File: src/rtl/mycpu_pkg.sv
// Shared CPU types: ALU operation codes and flag bit positions in the {Z,N,C,V} flag word.
package mycpu_pkg;

   typedef enum logic [2:0] {
      OP_ADD = 3'b000,
      OP_SUB = 3'b001,
      OP_AND = 3'b010,
      OP_OR  = 3'b011,
      OP_XOR = 3'b100,
      OP_SHL = 3'b101,
      OP_SHR = 3'b110,
      OP_MUL = 3'b111
   } alu_op_t;

   localparam int FLAG_Z = 3;
   localparam int FLAG_N = 2;
   localparam int FLAG_C = 1;
   localparam int FLAG_V = 0;

   function automatic logic [3:0] pack_flags(input logic z, input logic n,
                                             input logic c, input logic v);
      logic [3:0] f;
      f         = '0;
      f[FLAG_Z] = z;
      f[FLAG_N] = n;
      f[FLAG_C] = c;
      f[FLAG_V] = v;
      return f;
   endfunction

endpackage

File: src/rtl/mul_iter.sv
// Iterative shift-add unsigned multiplier, one multiplier bit per cycle.
// Bit 0 is consumed on the start edge, so done_o rises DW-1 edges later.
module mul_iter #(
   parameter int DW = 16
) (
   input  logic            clk,
   input  logic            rst_n,
   input  logic            start_i,
   input  logic [DW-1:0]   a_i,
   input  logic [DW-1:0]   b_i,
   output logic            done_o,
   output logic [2*DW-1:0] p_o
);

   localparam int CW = $clog2(DW + 1);

   logic [2*DW-1:0] acc_q, acc_d;
   logic [2*DW-1:0] mcand_q, mcand_d;
   logic [DW-1:0]   mplier_q, mplier_d;
   logic [CW-1:0]   cnt_q, cnt_d;

   // NOTE: every always_comb output gets a default first so no latch is inferred.
   always_comb begin
      acc_d    = acc_q;
      mcand_d  = mcand_q;
      mplier_d = mplier_q;
      cnt_d    = cnt_q;
      if (start_i) begin
         acc_d    = b_i[0] ? {{DW{1'b0}}, a_i} : '0;
         mcand_d  = {{DW{1'b0}}, a_i} << 1;
         mplier_d = b_i >> 1;
         cnt_d    = CW'(1);
      end else if (cnt_q != '0 && cnt_q != CW'(DW)) begin
         if (mplier_q[0]) acc_d = acc_q + mcand_q;
         mcand_d  = mcand_q << 1;
         mplier_d = mplier_q >> 1;
         cnt_d    = cnt_q + CW'(1);
      end
   end

   // NOTE: sequential state uses non-blocking assignments only.
   always_ff @(posedge clk or negedge rst_n) begin
      if (!rst_n) begin
         acc_q    <= '0;
         mcand_q  <= '0;
         mplier_q <= '0;
         cnt_q    <= '0;
      end else begin
         acc_q    <= acc_d;
         mcand_q  <= mcand_d;
         mplier_q <= mplier_d;
         cnt_q    <= cnt_d;
      end
   end

   assign done_o = (cnt_q == CW'(DW));
   assign p_o    = acc_q;

endmodule

File: src/rtl/alu.sv
// Register-bank ALU: single-cycle logic/arith ops, iterative MUL, one-cycle write strobe in DONE.
// Results, write address and flags are held from one DONE until the next.
module alu
   import mycpu_pkg::*;
#(
   parameter int DW = 16
) (
   input  logic          clk,
   input  logic          rst_n,
   input  logic          start_in,
   input  alu_op_t       op_in,
   input  logic [DW-1:0] a_in,
   input  logic [DW-1:0] b_in,
   input  logic [3:0]    dst_in,
   output logic          busy_out,
   output logic [DW-1:0] d_out,
   output logic          rw_out,
   output logic [3:0]    wr_addr_out,
   output logic [3:0]    flags_out
);

   typedef enum logic [1:0] {S_IDLE, S_MUL, S_DONE} state_e;

   state_e          state_q, state_d;
   logic [DW-1:0]   d_q;
   logic [3:0]      wr_addr_q, dst_q, flags_q;
   logic            mul_start, mul_done, fast_load, mul_load;
   logic [2*DW-1:0] mul_p;

   logic [DW:0]     wide;
   logic [DW-1:0]   res;
   logic            c_flag, v_flag;
   logic [3:0]      sh;

   mul_iter #(.DW(DW)) u_mul (
      .clk    (clk),
      .rst_n  (rst_n),
      .start_i(mul_start),
      .a_i    (a_in),
      .b_i    (b_in),
      .done_o (mul_done),
      .p_o    (mul_p)
   );

   always_comb begin
      state_d   = state_q;
      mul_start = 1'b0;
      fast_load = 1'b0;
      mul_load  = 1'b0;
      case (state_q)
         S_IDLE: if (start_in) begin
            if (op_in == OP_MUL) begin
               state_d   = S_MUL;
               mul_start = 1'b1;
            end else begin
               state_d   = S_DONE;
               fast_load = 1'b1;
            end
         end
         S_MUL: if (mul_done) begin
            state_d  = S_DONE;
            mul_load = 1'b1;
         end
         default: state_d = S_IDLE;
      endcase
   end

   // Single-cycle datapath works straight off the inputs on the accepting edge.
   always_comb begin
      wide   = '0;
      res    = '0;
      c_flag = 1'b0;
      v_flag = 1'b0;
      sh     = b_in[3:0];
      case (op_in)
         OP_ADD: begin
            wide   = {1'b0, a_in} + {1'b0, b_in};
            res    = wide[DW-1:0];
            c_flag = wide[DW];
            v_flag = (a_in[DW-1] == b_in[DW-1]) && (res[DW-1] != a_in[DW-1]);
         end
         OP_SUB: begin
            res    = a_in - b_in;
            c_flag = (a_in < b_in);
            v_flag = (a_in[DW-1] != b_in[DW-1]) && (res[DW-1] != a_in[DW-1]);
         end
         OP_AND: res = a_in & b_in;
         OP_OR:  res = a_in | b_in;
         OP_XOR: res = a_in ^ b_in;
         OP_SHL: begin
            wide   = {1'b0, a_in} << sh;
            res    = wide[DW-1:0];
            c_flag = wide[DW];
         end
         OP_SHR: begin
            wide   = {a_in, 1'b0} >> sh;
            res    = wide[DW:1];
            c_flag = wide[0];
         end
         default: res = '0;
      endcase
   end

   always_ff @(posedge clk or negedge rst_n) begin
      if (!rst_n) begin
         state_q   <= S_IDLE;
         d_q       <= '0;
         wr_addr_q <= '0;
         dst_q     <= '0;
         flags_q   <= '0;
      end else begin
         state_q <= state_d;
         if (mul_start) dst_q <= dst_in;
         if (fast_load) begin
            d_q       <= res;
            wr_addr_q <= dst_in;
            flags_q   <= pack_flags(res == '0, res[DW-1], c_flag, v_flag);
         end else if (mul_load) begin
            d_q       <= mul_p[DW-1:0];
            wr_addr_q <= dst_q;
            flags_q   <= pack_flags(mul_p[DW-1:0] == '0, mul_p[DW-1],
                                    |mul_p[2*DW-1:DW], 1'b0);
         end
      end
   end

   assign busy_out    = (state_q != S_IDLE);
   assign rw_out      = (state_q == S_DONE);
   assign d_out       = d_q;
   assign wr_addr_out = wr_addr_q;
   assign flags_out   = flags_q;

endmodule

File: config.mk
export PLATFORM = sky130hd
export DESIGN_NAME = alu
export DESIGN_NICKNAME = d
export VERILOG_FILES = /design/src/rtl/mycpu_pkg.sv /design/src/rtl/mul_iter.sv /design/src/rtl/alu.sv
export SDC_FILE = /design/constraint.sdc
export NUM_CORES = 1
export LEC_CHECK = 0
export BUFFER_PORTS_ARGS = -buffer_cell sky130_fd_sc_hd__buf_4
export CAP_MARGIN = 40
export CORE_MARGIN = 2
export CORE_UTILIZATION = 31
export DETAILED_ROUTE_END_ITERATION = 8
export PLACE_DENSITY = 0.55
export SETUP_SLACK_MARGIN = 0.15
export SYNTH_ARGS = -nofsm -noshare
export SYNTH_HDL_FRONTEND = slang
export SYNTH_SLANG_ARGS = --single-unit
File: constraint.sdc
create_clock -name clk -period 3.1 [get_ports clk]
set_input_delay 0.465 -clock clk [delete_from_list [all_inputs] [get_ports clk]]
set_output_delay 0.465 -clock clk [all_outputs]
set_load 0.005 [all_outputs]
# Yosys cells after proc, flatten, opt, wreduce, memory -nomap -nowiden
# Index checks and enable logic that the tools add are counted.
# W data, S select, Z words.
# classes
n_div	0
muxes	31
eq_ne	17
mul	0
addsub	4
reduce_logical	15
magnitude_cmp	1
n_bitwise	3
shifts	2
# op_table
cell	count
$mux W32	5
$pmux W16 S7	1
$mux W16	5
$add A32 B32 Y32	1
$logic_not A16 Y1	2
$add A16 B16 Y17	1
$shl A16 B4 Y17	1
$shr A17 B4 Y17	1
$and A16 B16 Y16	1
$lt A16 B16 Y1	1
$mux W4	4
$or A16 B16 Y16	1
$reduce_or A16 Y1	1
$sub A16 B16 Y16	1
$xor A16 B16 Y16	1
$eq A3 B3 Y1 const B	4
$mux W5	2
$mux W1	8
$reduce_bool A2 Y1	4
$eq A3 B2 Y1 const B	2
$mux W2	3
$add A5 B1 Y5 const B	1
$eq A5 B5 Y1 const B	1
$ne A5 B5 Y1 const B	1
14 further kinds	20
# word_totals
output_inout_bits	26
romBits	0
n_memories	0
ram_bits	0
latch_bits	0
regBits	115

# Longest topological paths before layout
# Gate-level depths: netlist of the first run.
# depth
ltp_word	6
mapped_depth	14
ltp_nobuf	13

# Modules after synthesis
# From an unflattened synthesis of the first run, not the netlist that was laid out.
# unflattened
hier_cells	1340
area_unflattened_um2	10815.4
# by_module_without_submodules
mod	area_each_um2	instances	cells_per_inst	seq_area_each_um2
alu	5599.1	1	746	725.7
mul_iter	5216.3	1	594	2077.0

# Worst setup path after synthesis of the first run
# OpenSTA, ideal clock, no wires.
# synth_timing
kind	in2reg
from	input port b_in[1]
to	register flags_q[3] (netlist: flags_out[3])
t_arrival_ns	3.217
slack_ns	-0.198
stages	12
n_path_buf	1
setup_ns	0.081
cell_sequence	inv_1 clkbuf_1 ha_1 a211oi_1 o21ai_1 a21oi_1 a21oi_1 or3_1 a31o_2 a2111oi_0 nand4_1 o22ai_2
# synth_between
elab_chain_len	4
word_cells_on_any_way	10
# synth_rtl
element	line	source
from (decl)	alu.sv:13	input logic [DW-1:0] b_in,
$sub A16 B16 Y16 (tied with other cells)	alu.sv:83	res = a_in - b_in;
$pmux W16 S7 (*)	alu.sv:75	case (op_in)
$logic_not A16 Y1 (*)	alu.sv:117	flags_q <= pack_flags(res == '0, res[DW-1], c_flag, v_flag);
$mux W4 (*)	alu.sv:114	if (fast_load) begin
to (signal assigned)	alu.sv:117	
to (signal assigned)	alu.sv:121	flags_q <= pack_flags(mul_p[DW-1:0] == '0, mul_p[DW-1],
to (decl)	alu.sv:26	logic [3:0] wr_addr_q, dst_q, flags_q;
# Mark *: on every way between the ends. The rest lies on a longest branch, timed or not.
# A chain may end at the register's enable or synchronous reset.

# Worst setup path in the final report of the first run
# layout_timing
from	input port b_in[4]
to	register flags_q[3] (netlist: flags_out[3])
# layout_between
elab_chain_len	4
word_cells_on_any_way	8
# layout_rtl
element	line
$sub A16 B16 Y16 (tied with other cells)	alu.sv:83
$pmux W16 S7 (*)	alu.sv:75
$logic_not A16 Y1 (*)	alu.sv:117
$mux W4 (*)	alu.sv:114
# Marked as above.

==> flow_metrics.env, run 1 <==
export IMPL_syn_to_final_growth_pct=24.9
export IMPL_start_util=0.313
export IMPL_cts_clk_slew_worst_paths_ns=0.08
export IMPL_synthesis_area_per_instance_um2=7.90
export IMPL_peakVddDrop_mv=0.209
export IMPL_synth_top_cell_area_share=0.277
export IMPL_final_common_cell="buf_4"
export IMPL_synth_seq_cells=112
export IMPL_layout_common_cells="226 x buf_4, 211 x nand2_1, 113 x nor2_1"
export IMPL_synth_area_um2=10100
export IMPL_htreeDepth=3
export IMPL_synth_edf_count=0
export IMPL_drive_gt1_frac=0.222
export IMPL_wl_met3_um=2140
export IMPL_top_layer_used="met4"
export IMPL_fin_crit_sh=0.910
export IMPL_crit_family="compound AO/OA/AOI/OAI gates"
export IMPL_ios=68
export IMPL_final_hold_viol_count=0
export IMPL_cp_num_buf_inv=3
export IMPL_grt_max_degree=84
export IMPL_ys_warn_count=0
export IMPL_worstSetupStartpointType="input pin"
export IMPL_relSlewSlack=0.482
export IMPL_drt_pre_antenna_iters=5
export IMPL_rows=66
export IMPL_power_w=0.00371
export IMPL_ys_seq_area_frac=0.277
export IMPL_antenna_left=0
export IMPL_critPathSlowestCell="ha_1"
export IMPL_grt_pass1_vias=10300
export IMPL_slowest_delay_ns=0.42
export IMPL_fmax_mhz=354
export IMPL_tightest_slew_ns=0.777
export IMPL_ctsHoldBuffers=0
export IMPL_core_area_um2=32300
export IMPL_grt_usage=0.221
export IMPL_holdWs_ns=0.164
export IMPL_vias_per_cell=5.49
export IMPL_placed_area_um2=12100
export IMPL_final_area_um2=12600
export IMPL_synth_ff_type="dfrtp_1"
export IMPL_dr_wl_met2_um=17900
export IMPL_crit_type="input pin to flop"
export IMPL_worstPathRequired_ns=3.38
export IMPL_grt_pass1_wl_um=58400
export IMPL_place_hpwl_um=29000
export IMPL_cts_sinks=112
export IMPL_clock_skew_ns=0.0123
export IMPL_async_reset_ff_frac=1.00
export IMPL_status="completed"
export IMPL_dp_cells=1866
export IMPL_gp_congestion=0.945
export IMPL_grt_overflow=0
export IMPL_crit_chain="buf_4 -> inv_1 -> ha_1 -> buf_4 -> nand3_1 -> a2bb2oi_1 -> a2111o_1 -> a32o_1 -> xnor2_1 -> o21ai_1 -> nor4_2 -> nand4_1 -> o22ai_2"
export IMPL_rsz0062_at_grt="true"
export IMPL_hp_class="input pin to asynchronous set/reset pin"
export IMPL_leakage_nw=5.53
export IMPL_wire_per_inst_um=19.9
export IMPL_synthDistinctLibCells=78
export IMPL_wl_met1_um=16600
export IMPL_min_period_ns=2.82
export IMPL_maxCapViolCount=0
export IMPL_worstSetupEndpointType="flop"
export IMPL_die_width_um=185
export IMPL_port_buffer_count=67
export IMPL_instances_no_fill=1887
export IMPL_drv_slew=0
export IMPL_antenna_found_initial=1
export IMPL_ctsRootBufferMaster="clkbuf_16"
export IMPL_p_per_area_nw_per_um2=294
export IMPL_setup_violations=0
export IMPL_finalWirelength_um=37600
export IMPL_first_iter_violations=865
export IMPL_cp_max_fo=6
export IMPL_yosys_area_top_type="dfrtp_1"
export IMPL_postSynthCellCount=1278
export IMPL_insertion_delay_ns=0.36
export IMPL_cts_tree="done"
export IMPL_finalNetCount=1569
export IMPL_cp_common_cell="buf_4"
export IMPL_cts_buffer_depth=2
export IMPL_vias=10400
export IMPL_diodes=0
export IMPL_synth_fp_nets=1407
export IMPL_drc=0
export IMPL_cts_made_buffers=9
export IMPL_fp_dieArea_um2=34000
export IMPL_die_h_um=185
export IMPL_worstPathArrival_ns=3.10
export IMPL_yosys_top_cells_area="dfrtp_1 28%, ha_1 10%, nand2_1 7.8%, a21oi_1 5.7%, nor2_1 4.2%"
export IMPL_fillers=3314
## routing by layer
layer,vias up,track usage
li1,4943,-
met1,5025,0.287
met2,325,0.373
met3,68,0.0397
met4,0,0.0701
met5,-,0
## path summary, 6_finish.rpt
kind                                           from                           end  slack, ns  cells after the start
min reg2reg                    dst_q[1]$_DFFE_PN0P_          dst_q[1]$_DFFE_PN0P_       0.48                      2
min                                           rst_n     u_mul.p_o[24]$_DFFE_PN0P_       0.16                      1
min in group clk                          dst_in[2]          dst_q[2]$_DFFE_PN0P_       0.31                      3
max                                         b_in[4]      flags_out[3]$_DFFE_PN0P_       0.28                     13
max reg2reg                u_mul.p_o[7]$_DFFE_PN0P_     u_mul.p_o[22]$_DFFE_PN0P_       0.29                     13
max in group asynchronous                     rst_n  u_mul.mcand_q[2]$_DFFE_PN0P_       2.20                      2
## registers in the layout (all words and copies together), names as in the netlist
| register | cells |
|---|---|
| u_mul.cnt_q | 5 |
| dst_q | 4 |
| wr_addr_out | 4 |
| flags_out | 4 |
| state_q | 2 |
| d_out | 15 |
| u_mul.mcand_q | 31 |
| u_mul.mplier_q | 15 |
| u_mul.p_o | 32 |
## power by group
group          internal, W  leakage, nW  switching [W]
sequential         0.00146         1.20              0
combinational     0.000453         4.18       0.000591
clock             0.000606        0.146       0.000599
## Yosys cell counts, types with 4 or more instances
| library cell | n |
|---|---|
| xor2_1 | 8 |
| a311oi_1 | 7 |
| mux4_2 | 16 |
| a2111oi_0 | 4 |
| a222oi_1 | 4 |
| dfrtp_1 | 112 |
| a211o_1 | 5 |
| o31ai_1 | 5 |
| inv_1 | 58 |
| and2_1 | 8 |
| ha_1 | 84 |
| o21bai_1 | 5 |
| o211ai_1 | 16 |
| nand2_1 | 211 |
| mux2i_1 | 15 |
| o21ai_1 | 13 |
| nand4b_1 | 5 |
| o21ai_0 | 47 |
| a221oi_1 | 4 |
| o22ai_1 | 4 |
| nor2b_1 | 13 |
| mux2_2 | 6 |
| a221o_1 | 5 |
| a21o_1 | 24 |
| a22oi_1 | 15 |
| clkbuf_1 | 56 |
| buf_1 | 7 |
| or2_2 | 7 |
| or3_1 | 9 |
| nor4_1 | 12 |
| or4_1 | 4 |
| nand2b_1 | 11 |
| o221ai_1 | 4 |
| nor3_1 | 22 |
| a21oi_1 | 116 |
| nand4_1 | 9 |
| buf_2 | 13 |
| nor2_1 | 114 |
| nand3_1 | 28 |
| a211oi_1 | 32 |
| xnor2_1 | 27 |
| a31oi_1 | 42 |
| o21a_1 | 9 |
| mux2_1 | 4 |
## area by class of cell
cell class	instances	area, um2	area share
repair buffers	232	1810	0.144
inverters	61	231	0.0183
flip-flops and latches	112	2800	0.222
well taps	442	553	0.0438
clock buffers	11	253	0.0200
clock inverters	5	50.0	0.00397
multi-input cells	1024	6910	0.548
## repair_timing
item,4_1_cts,5_1_grt
resized for setup,2,34
buffers inserted,1,3
gates cloned,0,1
endpoints found under the setup margin,2,14
pin swaps,1,12
## per-stage QoR
stage / util / TNS [ns] / worst slack [ns]
after detailed placement: 0.374 / -0.546 / -0.208
final: 0.391 / 0 / 0.279
after CTS: 0.384 / 0 / 0.151
after global placement: 0.374 / -0.388 / -0.187
after global routing: 0.391 / 0 / 0.118
after floorplan: - / 0 / 0.174
## logic make-up after synthesis
kind of cell | Yosys count | share of synthesized area
and+or+nand+nor | 471 | 0.211
buffers and inverters | 142 | 0.0577
muxes | 41 | 0.0617
AOI/OAI and AO/OA | 390 | 0.252
xor gates and xnor gates | 35 | 0.0303
adders and majority gates | 87 | 0.110
DFF | 112 | 0.277
Note: power is estimated with default switching activity, not from simulation.
==> inputs of run 2 (changes only) <==
--- a/config.mk
+++ b/config.mk
@@ -8,9 +8,10 @@
 export BUFFER_PORTS_ARGS = -buffer_cell sky130_fd_sc_hd__buf_4
 export CAP_MARGIN = 40
 export CORE_MARGIN = 2
-export CORE_UTILIZATION = 31
+export CORE_UTILIZATION = 64
+export CTS_BUF_LIST = sky130_fd_sc_hd__clkbuf_4
 export DETAILED_ROUTE_END_ITERATION = 8
-export PLACE_DENSITY = 0.55
+export PLACE_DENSITY = 0.93
 export SETUP_SLACK_MARGIN = 0.15
 export SYNTH_ARGS = -nofsm -noshare
 export SYNTH_HDL_FRONTEND = slang
==> constraint.sdc (replaced) <==
create_clock -name clk -period 3 [get_ports clk]
set_input_delay 0.45 -clock clk [delete_from_list [all_inputs] [get_ports clk]]
set_output_delay 0.45 -clock clk [all_outputs]
set_load 0.005 [all_outputs]
==> run 2 against run 1 <==
Effect of this change:
- critical path depth fell by 2
- sequential share of layout area rose by 1.0 points
- clock skew rose by 0.019 ns
- cell count fell by 13%
- sequential power rose by 3%
- flip-flop and latch count did not move
- non-clock buffer count fell by 7
- clock power fell by 30%
- via count rose by 6.3%
- critical path type is now flop to flop
- highest routed layer unchanged
==> flow_metrics.env, run 2 (synthesis gave the netlist of run 1 again) <==
export IMPL_grt_usage=0.416
export IMPL_ff_latch_area_um2=2800
export IMPL_worstSetupEndpointType="flop"
export IMPL_clock_skew_ns=0.0310
export IMPL_final_hold_viol_count=0
export IMPL_whs_path_depth=3
export IMPL_place_hpwl_um=25700
export IMPL_status="completed"
export IMPL_ctsRootBufferMaster="clkbuf_4"
export IMPL_cts_made_buffers=9
export IMPL_drive_gt1_frac=0.220
export IMPL_final_common_cell="buf_4"
export IMPL_crit_family="compound AO/OA/AOI/OAI gates"
export IMPL_holdWs_ns=0.106
export IMPL_port_buffer_count=67
export IMPL_worstPathArrival_ns=3.24
export IMPL_placed_area_um2=11700
export IMPL_finalNetCount=1562
export IMPL_r2r_end="u_mul.p_o[22]$_DFFE_PN0P_"
export IMPL_grt_pass1_wl_um=54700
export IMPL_first_iter_violations=1484
export IMPL_r2r_start="u_mul.mcand_q[7]$_DFFE_PN0P_"
export IMPL_wire_per_inst_um=20.9
export IMPL_die_width_um=130
export IMPL_cts_sinks=112
export IMPL_fillers=1088
export IMPL_worstPathRequired_ns=3.44
export IMPL_cts_tree="done"
export IMPL_grt_overflow=0
export IMPL_leakage_nw=5.39
export IMPL_final_area_um2=12100
export IMPL_die_h_um=130
export IMPL_layout_common_cells="222 x buf_4, 211 x nand2_1, 112 x nor2_1"
export IMPL_vias_per_cell=6.68
export IMPL_setup_violations=0
export IMPL_drt_pre_antenna_iters=6
export IMPL_htreeDepth=3
export IMPL_gp_congestion=1.02
export IMPL_drc=0
export IMPL_relSlewSlack=0.433
export IMPL_insertion_delay_ns=0.53
export IMPL_reg2reg_depth=11
export IMPL_fp_dieArea_um2=16800
export IMPL_fin_crit_sh=0.933
export IMPL_tightest_slew_ns=0.850
export IMPL_grt_max_degree=88
export IMPL_worstSetupStartpointType="flop"
export IMPL_syn_to_final_growth_pct=19.3
export IMPL_rsz0062_at_grt="true"
export IMPL_drv_slew=0
export IMPL_min_period_ns=2.80
export IMPL_finalWirelength_um=34500
export IMPL_largest_reg_flops=32
export IMPL_ios=68
export IMPL_antenna_left=0
export IMPL_hp_class="input pin to flop"
export IMPL_crit_chain="ha_4 -> a211oi_2 -> nor2_1 -> or4_4 -> o211ai_1 -> a21oi_2 -> buf_4 -> a21o_1 -> a21oi_1 -> nor3b_2 -> nor3_1"
export IMPL_cp_num_buf_inv=1
export IMPL_core_area_um2=15300
export IMPL_multi_input_area_um2=6890
export IMPL_slowest_delay_ns=0.53
export IMPL_r2r_setup_slack_ns=0.20
export IMPL_holdPathEnd="dst_q[1]$_DFFE_PN0P_"
export IMPL_critPathSlowestCell="or4_4"
export IMPL_rows=45
export IMPL_cp_max_fo=3
export IMPL_cts_clk_slew_worst_paths_ns=0.22
export IMPL_grt_pass1_vias=10300
export IMPL_p_per_area_nw_per_um2=277
export IMPL_min_from="dst_in[1]"
export IMPL_cts_buffer_depth=2
export IMPL_crit_type="flop to flop"
export IMPL_start_util=0.660
export IMPL_diodes=0
export IMPL_maxCapViolCount=0
export IMPL_vias=11000
export IMPL_antenna_found_initial=0
export IMPL_peakVddDrop_mv=0.304
export IMPL_fmax_mhz=357
run 2: power breakdown:
| group | switching (W) | internal (W) |
|---|---|---|
| logic | 0.000557 | 0.000431 |
| clock network | 0.000618 | 0.000219 |
| registers | 0 | 0.00151 |
| total | 0.00117 | 0.00216 |
run 2: area by class of cell:
cell class / instances / share of cell area
Sequential cell: 112 / 0.233
Clock buffer: 9 / 0.00561
Clock inverter: 7 / 0.00778
Inverter: 61 / 0.0192
Timing Repair Buffer: 225 / 0.141
Multi-Input combinational cell: 1024 / 0.572
Tap cell: 211 / 0.0219
run 2: layer usage:
metal	share of wire	vias up	track usage
met2	0.46	767	0.665
met4	0.036	0	0.135
met5	0	-	0
li1	-	4919	-
met1	0.40	5206	0.579
met3	0.11	118	0.0685
run 2: worst max-delay path by stage:
stage                                       from                        end  slack (ns)  depth (start not counted)
CTS                 u_mul.mcand_q[8]$_DFFE_PN0P_  u_mul.p_o[30]$_DFFE_PN0P_        0.15                         11
floorplan                                b_in[2]   flags_out[3]$_DFFE_PN0P_        0.16                         14
finish              u_mul.mcand_q[7]$_DFFE_PN0P_  u_mul.p_o[22]$_DFFE_PN0P_        0.20                         11
global route            u_mul.p_o[1]$_DFFE_PN0P_  u_mul.p_o[23]$_DFFE_PN0P_        0.06                         13
global placement                         a_in[0]   flags_out[3]$_DFFE_PN0P_       -0.18                         14
detailed placement                       a_in[0]   flags_out[3]$_DFFE_PN0P_       -0.29                         14
run 2: metrics by stage:
stage / setup TNS [ns] / utilization / setup slack (ns) / power, W / cells
2_1_floorplan: 0 / - / 0.160 / 0.00206 / 1278
3_3_place_gp: -0.496 / 0.763 / -0.176 / 0.00249 / 1624
3_5_place_dp: -1.03 / 0.764 / -0.294 / 0.00249 / 1625
4_1_cts: 0 / 0.776 / 0.152 / 0.00332 / 1643
5_1_grt: 0 / 0.787 / 0.0574 / 0.00347 / 1649
6_report: 0 / 0.787 / 0.201 / 0.00334 / 1649
run 2: worst register-to-register path: cells and delay by family (launching register included):
kind | cells | cell delay, ns
flip-flops | 1 | 0.48
AND/OR/NAND/NOR | 4 | 0.86
adder cells (fa/ha/maj) | 1 | 0.28
buffers and inverters | 1 | 0.16
AO/OA/AOI/OAI | 5 | 0.96
run 2: repair_timing:
action / in CTS / in global routing
gates cloned: 0 / 0
hold endpoints to repair: 49 / 0
setup endpoints to repair: 4 / 13
resized for setup: 3 / 31
hold buffers: 1 / 0
setup buffers: 1 / 6
pin swaps: 1 / 18
